===== src/rtl/reg_file_param.sv =====
// reg_file_param
//   Parametrised general-purpose register file with two combinational read
//   ports, one synchronous write port, an optional hardwired-zero entry 0,
//   optional write-to-read bypass and a sequential clear sweep that zeroes
//   one entry per clock after a CLEAR request.
//
// Parameters
//   DATA_W    register width in bits
//   ADDR_W    address width, DEPTH = 2**ADDR_W entries
//   ZERO_REG  1: entry 0 always reads 0 and ignores writes
//   BYPASS    1: an accepted write is forwarded to a read port addressing it
//
// Ports
//   CLK          clock, all state updates on the rising edge
//   RESET        synchronous active-high reset, zeroes every entry
//   WRITE        write enable
//   INADDRESS    write address
//   INDATA       write data
//   OUT1ADDRESS  read port 1 address
//   OUT2ADDRESS  read port 2 address
//   CLEAR        request a sequential clear of all entries
//   OUT1DATA     read port 1 data (combinational)
//   OUT2DATA     read port 2 data (combinational)
//   BUSY         clear sweep in progress, writes are dropped
module reg_file_param #(
  parameter int DATA_W   = 8,
  parameter int ADDR_W   = 3,
  parameter int ZERO_REG = 0,
  parameter int BYPASS   = 0
) (
  input  logic              CLK,
  input  logic              RESET,
  input  logic              WRITE,
  input  logic [ADDR_W-1:0] INADDRESS,
  input  logic [DATA_W-1:0] INDATA,
  input  logic [ADDR_W-1:0] OUT1ADDRESS,
  input  logic [ADDR_W-1:0] OUT2ADDRESS,
  input  logic              CLEAR,
  output logic [DATA_W-1:0] OUT1DATA,
  output logic [DATA_W-1:0] OUT2DATA,
  output logic              BUSY
);

  localparam int DEPTH = 1 << ADDR_W;

  typedef enum logic {IDLE, SWEEP} state_t;

  state_t            state_reg, state_next;
  logic [ADDR_W-1:0] ptr_reg, ptr_next;
  logic [DATA_W-1:0] entry_reg [DEPTH];

  logic sweeping;
  logic zero_target;
  logic acc;

  assign sweeping    = (state_reg == SWEEP);
  assign BUSY        = sweeping;
  assign zero_target = (ZERO_REG != 0) && (INADDRESS == '0);
  assign acc         = WRITE && !RESET && !sweeping && !zero_target;

  // Sweep controller
  always_ff @(posedge CLK) begin
    if (RESET) begin
      state_reg <= IDLE;
      ptr_reg   <= '0;
    end else begin
      state_reg <= state_next;
      ptr_reg   <= ptr_next;
    end
  end

  always_comb begin
    state_next = state_reg;
    ptr_next   = ptr_reg;
    case (state_reg)
      IDLE: begin
        if (CLEAR) begin
          state_next = SWEEP;
          ptr_next   = '0;
        end
      end
      SWEEP: begin
        // The pointer is exactly ADDR_W bits, so the terminal entry is all
        // ones and the increment wraps back to 0 on its own.
        ptr_next = ptr_reg + 1'b1;
        if (ptr_reg == {ADDR_W{1'b1}}) begin
          state_next = IDLE;
        end
      end
      default: begin
        state_next = IDLE;
        ptr_next   = '0;
      end
    endcase
  end

  // Storage: one register per entry so reset can clear the whole array at once
  generate
    for (genvar gi = 0; gi < DEPTH; gi++) begin : g_entry
      always_ff @(posedge CLK) begin
        if (RESET) begin
          entry_reg[gi] <= '0;
        end else if (sweeping && (ptr_reg == ADDR_W'(gi))) begin
          entry_reg[gi] <= '0;
        end else if (acc && (INADDRESS == ADDR_W'(gi))) begin
          entry_reg[gi] <= INDATA;
        end
      end
    end
  endgenerate

  // Read ports
  logic [ADDR_W-1:0] rd_addr [2];
  logic [DATA_W-1:0] rd_data [2];

  assign rd_addr[0] = OUT1ADDRESS;
  assign rd_addr[1] = OUT2ADDRESS;
  assign OUT1DATA   = rd_data[0];
  assign OUT2DATA   = rd_data[1];

  generate
    for (genvar gi = 0; gi < 2; gi++) begin : g_read
      always_comb begin
        rd_data[gi] = entry_reg[rd_addr[gi]];
        // acc is never true for entry 0 under ZERO_REG, so the zero check
        // takes priority over forwarding without conflict.
        if ((ZERO_REG != 0) && (rd_addr[gi] == '0)) begin
          rd_data[gi] = '0;
        end else if ((BYPASS != 0) && acc && (rd_addr[gi] == INADDRESS)) begin
          rd_data[gi] = INDATA;
        end
      end
    end
  endgenerate

endmodule


===== config.mk =====
export PLATFORM = sky130hd
export DESIGN_NAME = reg_file_param
export DESIGN_NICKNAME = d
export VERILOG_FILES = /design/src/rtl/reg_file_param.sv
export SDC_FILE = /design/constraint.sdc
export NUM_CORES = 1
export LEC_CHECK = 0
export BUFFER_PORTS_ARGS = -buffer_cell sky130_fd_sc_hd__clkbuf_2
export CAP_MARGIN = 20
export CORE_MARGIN = 2
export CORE_UTILIZATION = 49
export DETAILED_ROUTE_END_ITERATION = 6
export GPL_TIMING_DRIVEN = 0
export PLACE_DENSITY_LB_ADDON = 0.3
export SETUP_SLACK_MARGIN = 0.15
export SLEW_MARGIN = 5
export SYNTH_ARGS = -nofsm -noshare
export SYNTH_HDL_FRONTEND = slang
export SYNTH_SLANG_ARGS = --single-unit

===== constraint.sdc =====
create_clock -name CLK -period 4.14 [get_ports CLK]
set_clock_uncertainty 0.15 [all_clocks]
set_input_delay 0.828 -clock CLK [delete_from_list [all_inputs] [get_ports CLK]]
set_output_delay 0.828 -clock CLK [all_outputs]
set_load 0.005 [all_outputs]

==> summary.txt, run 1 <==
Post-CTS sizing -> 0
Min-delay worst type -> register to register
Drt drc -> 0
IO Count -> 38
Finish-stage setup viols -> 0
Slowest cell on the critical path -> mux4_1
Flop pwr share -> 54.1%
Placed Area -> 4140 µm²
Async SR Flop Fraction -> 0%
Top FF cell, synth -> edfxtp_1
Pint -> 0.00111 W
Pre-CTS WS -> 0.878 ns
Worst-Margin Slew -> 0.920 ns
CP Launch Type -> primary input
Die X-Extent -> 92.4 µm
Post-synth EDFFs -> 64
Via count -> 2,468
Gr usage total -> 21.8%
Most frequent cells after synthesis -> edfxtp_1, nor3_1, mux4_1
Final hold vios -> 0
Hold buffers post-CTS -> 0
Min Tclk post-route -> 3.26 ns
Synth top area cells -> edfxtp_1, mux4_1, nor3_1
PwrDens -> 344 nW/µm²
Overflow after GRT -> 0
Register bit total from synthesis -> 68
Ys Warns -> 0
Hpwl dp -> 6440 µm
Design Area, Final -> 4300 µm²
Post-CTS Setup Inserts -> 0
Global placement routability congestion -> 0.768
Top-area cell type share of the netlist area -> 50.2%
Drt wl/cell -> 21.5 µm
Core Area -> 7650 µm²
Starting Density -> 50.1%
Die span in y -> 92.4 µm
Vias in the first global route -> 2,424
Clock share of power -> 31.6%
CP delay by family, top -> buffers and inverters
CP Buf/Inv Count -> 3
Syn Inst Count -> 257
Mapped cell area -> 3830 µm²
Layout cells sized above 1 -> 25.2%
Die area -> 8540 µm²
Net Sw Frac -> 24.8%
Combinational Power Share -> 14.3%
LEAKAGE -> 1.61 nW
Max-cap violations -> 0
Layout Utilization -> 56.3%
CTS sink cnt -> 68
Row count -> 32
Worst-path maximum fanout -> 10
Max reg flops -> 64
RSZ-0062 raised after global routing -> false
Crit path arrival time -> 2.28 ns
Slew Limit Fails -> 0
Critical path class -> primary input to output pin
Drt first pass iters -> 4
TNS Setup -> 0 ns
Peak VDD IR -> 0.000165 V
CTS tree -> built
Final worst setup slack -> 0.880 ns
Status -> completed
Mean Syn Cell Area -> 14.9 µm²
Slew HR -> 38.4%
Initial antenna violation count -> 0
WL final -> 8820 µm
Vias/cell -> 6.00
Clk pin slew, worst setup/hold paths -> 0.07 ns
Clock Tree Buf Depth -> 2
Cts bufs inserted -> 9
Post-synth cell types -> 24
Remaining antenna violation count -> 0
Area delta synth->final -> 12.3%
Max stage delay on crit path -> 0.38 ns
Ant diodes -> 0
CTS H-Tree Depth -> 3
WP data required -> 3.16 ns
Global-route wire length before repair -> 13,300 µm
Largest net degree at the start of global routing -> 12
Root Driver -> clkbuf_8
Fmax achieved -> 307 MHz
DR iter-0 viols -> 119
Sequential-to-total area share from yosys stat -> 52.3%
Fin crit share -> 78.7%
Syn_nets -> 284
Port bufs -> 31
Clock Latency Late Sink -> 0.35 ns
Worst setup EP type -> output pin
Switching Power -> 0.000367 W
CP Cell Sequence -> clkbuf_1 > buf_2 > mux4_1 > mux2_2 > clkbuf_2
Post-synth top area cell -> edfxtp_1
Nets -> 331
==> through the flow <==
step           power, W  hold slack (ns)  instances
3_3_place_gp    0.00102            0.403        390
4_1_cts         0.00148            0.441        411
6_report        0.00148            0.430        411
5_1_grt         0.00152            0.474        411
2_1_floorplan  0.000945            0.386        257
3_5_place_dp    0.00103            0.422        395
==> worst reg2reg max path, stage by stage, from the launching register on <==
cell and delay, ns:
dfxtp_1 0.38, or3b_1 0.39, clkbuf_1 0.19, o21ai_0 0.66, buf_2 0.31
==> final timing paths <==
path / end / from / cells past startpoint / slack (ns)
min: ptr_reg[0] / BUSY / 2 / 0.43
min reg2reg: ptr_reg[0] / BUSY / 2 / 0.43
max reg2reg: entry_reg[5][5] / BUSY / 4 / 1.76
max: OUT2DATA[1] / OUT2ADDRESS[2] / 5 / 0.88
==> final cells by class <==
cell class | count | area [µm²]
buffer | 25 | 150
clock buffer | 13 | 149
clock inverter | 3 | 13.8
fill | 625 | 3340
inverter | 12 | 45.0
multi-input combinational | 152 | 1630
sequential | 68 | 2000
tap | 102 | 128
timing repair buffer | 36 | 183
==> power groups by stage <==
stage                     Combinational, W  Sequential, W  Clock, W
final                             0.000211       0.000800  0.000468
after global routing              0.000225       0.000804  0.000494
after CTS                         0.000212       0.000801  0.000463
after detailed placement          0.000212       0.000816         0
after global placement            0.000205       0.000812         0
after floorplan                   0.000137       0.000808         0
==> placed cells by master, fill, tap and decap left out <==
cell type | Yosys | routed
nand2b_1 | 4 | 4
nand3_1 | 1 | 1
buf_2 | 7 | 11
nand3b_1 | 5 | 5
or3b_2 | 3 | 3
mux4_1 | 32 | 32
a31oi_1 | 3 | 3
dfxtp_1 | 4 | 4
a21oi_1 | 6 | 6
inv_1 | 4 | 4
clkbuf_1 | 11 | 14
or3b_1 | 2 | 2
o211ai_1 | 3 | 3
clkinv_2 | 0 | 2
nand2_1 | 1 | 1
clkinv_1 | 8 | 9
ha_1 | 6 | 6
mux2_2 | 16 | 16
buf_6 | 2 | 2
buf_12 | 2 | 2
buf_4 | 0 | 1
clkbuf_2 | 0 | 31
buf_1 | 3 | 3
edfxtp_1 | 64 | 64
or3_1 | 1 | 1
clkbuf_8 | 0 | 10
nor3_1 | 64 | 64
o21ai_0 | 5 | 5
==> cells by family after synthesis <==
group | share of synthesized area (%)
AND/OR/NAND/NOR | 11.5
flip-flops | 52.3
multiplexers | 26.6
buffers and inverters | 5.09
AO/OA/AOI/OAI | 2.51
adder cells (fa/ha/maj) | 1.96
==> layer usage <==
layer	wire length (µm)	up-vias	GRT usage [%]
li1	-	1154	-
met1	3360	1193	26.1
met2	4680	106	39.7
met3	632	15	3.58
met4	160	0	7.84
met5	0	-	0
Note: power is estimated with default switching activity, not from simulation.
==> run 2: changes to the inputs <==
ABC_AREA = 1   (was unset)
clock period = 2.64 ns   (was 4.14 ns; I/O delays follow)
==> run 2 against run 1 <==
Global-route usage increased by 3.0 points. Sequential cell count unchanged. Sequential power increased by 56%. Utilization increased by 0.79 points. Cell count increased by 73%. Register-to-register slack got worse by 0.87 ns. Non-clock buffer count decreased by 7. Via count increased by 49%. Cell area increased by 9.0%. Combinational power increased by 89%. Synthesized cell count increased by 120%. Critical endpoint is now OUT2DATA[7]. Largest power group unchanged.
==> summary.txt, run 2 <==
Nets -> 631 (was 331)
TNS Setup -> 0 ns (unchanged)
Die span in y -> 96.2 µm (was 92.4 µm)
Slew Limit Fails -> 0 (unchanged)
Hpwl dp -> 8130 µm (was 6440 µm)
WL final -> 10,800 µm (was 8820 µm)
CP Cell Sequence -> buf_2 > inv_2 > buf_2 > nand3_1 > nand2_1 > nand2_1 > nand2_1 > clkbuf_2 (was clkbuf_1 > buf_2 > mux4_1 > mux2_2 > clkbuf_2)
Starting Density -> 50.7% (was 50.1%)
FILL cells -> 738 (was 625)
CP Launch Type -> primary input (unchanged)
Most frequent cells after synthesis -> nand2_1, inv_1, nand3_1 (was edfxtp_1, nor3_1, mux4_1)
Fmax achieved -> 438 MHz
Post-CTS Setup Inserts -> 0 (unchanged)
Ant diodes -> 0 (unchanged)
Slew HR -> 70.7% (was 38.4%)
Final hold vios -> 0 (unchanged)
WP data required -> 1.96 ns (was 3.16 ns)
Syn Inst Count -> 562 (was 257)
Global placement routability congestion -> 0.977 (was 0.768)
Hold buffers post-CTS -> 0 (unchanged)
Count leader, synth -> nand2_1
Global-route wire length before repair -> 16,700 µm (was 13,300 µm)
Status -> completed (unchanged)
Die area -> 9250 µm² (was 8540 µm²)
Vias/cell -> 5.16 (was 6.00)
Via count -> 3,682 (was 2,468)
CTS sink cnt -> 68 (unchanged)
Clock Tree Buf Depth -> 2 (unchanged)
Clock Latency Late Sink -> 0.33 ns (was 0.35 ns)
Cts bufs inserted -> 9 (unchanged)
Die X-Extent -> 96.2 µm (was 92.4 µm)
Async SR Flop Fraction -> 0% (unchanged)
PwrDens -> 564 nW/µm² (was 344 nW/µm²)
CTS H-Tree Depth -> 3 (unchanged)
Area delta synth->final -> 12.6% (was 12.3%)
Final Total Pwr -> 0.00265 W (was 0.00148 W)
CTS tree -> built (unchanged)
Worst-path maximum fanout -> 10 (unchanged)
Top FF cell, synth -> edfxtp_1 (unchanged)
Register bit total from synthesis -> 68 (unchanged)
Ys Warns -> 0 (unchanged)
Commonest non-fill, non-tap cells in the layout -> nand2_1, inv_1, nand3_1 (was nor3_1, edfxtp_1, mux4_1)
DR iter-0 viols -> 350 (was 119)
Post-synth cell types -> 18 (was 24)
Crit path arrival time -> 1.61 ns (was 2.28 ns)
Min Tclk post-route -> 2.29 ns
Clk pin slew, worst setup/hold paths -> 0.07 ns (about the same)
Worst-Margin Slew -> 0.438 ns (was 0.920 ns)
Fin crit share -> 86.6%
Critical path class -> primary input to output pin (unchanged)
Remaining antenna violation count -> 0 (unchanged)
RSZ-0062 raised after global routing -> false (unchanged)
Gr usage total -> 24.8% (was 21.8%)
Post-synth top area cell -> edfxtp_1 (unchanged)
Mapped cell area -> 4170 µm² (was 3830 µm²)
Finish-stage setup viols -> 0 (unchanged)
Syn_nets -> 589 (was 284)
Final worst setup slack -> 0.355 ns (was 0.880 ns)
Max stage delay on crit path -> 0.26 ns (was 0.38 ns)
Critical Path Most Common Cell -> nand2_1
Core Area -> 8220 µm² (was 7650 µm²)
IO Count -> 38 (unchanged)
Slowest cell on the critical path -> buf_2 (was mux4_1)
Layout cells sized above 1 -> 13.5% (was 25.2%)
Top-area cell type share of the netlist area -> 46.1% (was 50.2%)
Overflow after GRT -> 0 (unchanged)
Post-CTS sizing -> 0 (unchanged)
LEAKAGE -> 2.52 nW (was 1.61 nW)
Port bufs -> 31 (unchanged)
Row count -> 33 (was 32)
Drt wl/cell -> 15.1 µm (was 21.5 µm)
Most common cell after layout, fill and taps aside -> nand2_1
Min-delay worst type -> primary input to register (was register to register)
Drt first pass iters -> 7 (was 4)
Max reg flops -> 64 (unchanged)
Largest net degree at the start of global routing -> 13 (was 12)
Drt drc -> 0 (unchanged)
Root Driver -> clkbuf_8 (unchanged)
Pre-CTS WS -> 0.419 ns (was 0.878 ns)
Vias in the first global route -> 3,246 (was 2,424)
Max-cap violations -> 0 (unchanged)
Initial antenna violation count -> 0 (unchanged)
Sequential-to-total area share from yosys stat -> 48.1% (was 52.3%)
Peak VDD IR -> 0.000284 V (was 0.000165 V)
Worst setup EP type -> output pin (unchanged)
Mean Syn Cell Area -> 7.41 µm² (was 14.9 µm²)
Post-synth EDFFs -> 64 (unchanged)
Synth top area cells -> edfxtp_1, nand2_1, nand3_1 (was edfxtp_1, mux4_1, nor3_1)
==> run 2: changes by cell type after synthesis, moves of 16 or more <==
cell     delta
nand2_1   +213
inv_1      +81
nor2_1     +70
mux4_1     -32
mux2_2     -16
nand3_1    +75
nor3_1     -64
==> run 2: power breakdown <==
| part | switching, W | total, W | leakage [nW] | internal, W |
|---|---|---|---|---|
| combinational | 0.000276 | 0.000399 | 1.71 | 0.000124 |
| clock | 0.000372 | 0.000996 | 0.112 | 0.000623 |
| sequential | 0.0000195 | 0.00125 | 0.699 | 0.00123 |
| total | 0.000668 | 0.00265 | 2.52 | 0.00198 |
==> run 2: critical path: cells and delay by family <==
family / cells / cell delay, ns
buffers and inverters: 4 / 0.68
and+or+nand+nor: 4 / 0.39
==> run 2: area by class of cell <==
cell class | instances | area (µm²) | area share [%]
clock inverters | 6 | 114 | 2.43
repair buffers | 31 | 155 | 3.31
plain buffers | 23 | 128 | 2.72
well taps | 105 | 131 | 2.80
clock buffers | 9 | 124 | 2.64
flip-flops and latches | 68 | 2000 | 42.7
inverters | 88 | 333 | 7.10
multi-input cells | 383 | 1700 | 36.3
==> run 2: worst paths after layout <==
check | slack (ns) | cells after the start | startpoint | to
worst max-delay path | 0.35 | 8 | OUT2ADDRESS[1] | OUT2DATA[7]
worst min-delay path | 0.32 | 3 | CLEAR | BUSY
worst max register to register | 0.89 | 5 | BUSY | entry_reg[4][7]
worst min register to register | 0.36 | 2 | ptr_reg[1] | ptr_reg[1]
==> run 2: metal layers <==
metal	track usage [%]	vias up	wire (µm)
li1	-	1812	-
met1	35.3	1614	4630
met2	38.7	230	4780
met3	4.23	26	1100
met4	7.62	0	260
met5	0	-	0
==> run 2: kinds of logic (layout without fill, tap and decap cells) <==
logic type	Yosys count	in the layout	synth area share [%]
adders and majority gates	6	6	1.80
DFF	68	68	48.1
AOI/OAI and AO/OA	5	5	0.661
buffers and inverters	111	157	11.1
and+or+nand+nor	372	372	38.4
==> run 2: through the flow <==
stage | instance area [µm²] | hold WS [ns] | std cells | util, %
final | 4690 | 0.317 | 713 | 57.1
after global routing | 4690 | 0.314 | 713 | 57.1
after CTS | 4690 | 0.308 | 713 | 57.1
after detailed placement | 4450 | 0.351 | 698 | 54.2
after global placement | 4450 | 0.335 | 698 | 54.2
after floorplan | 4170 | 0.316 | 562 | -
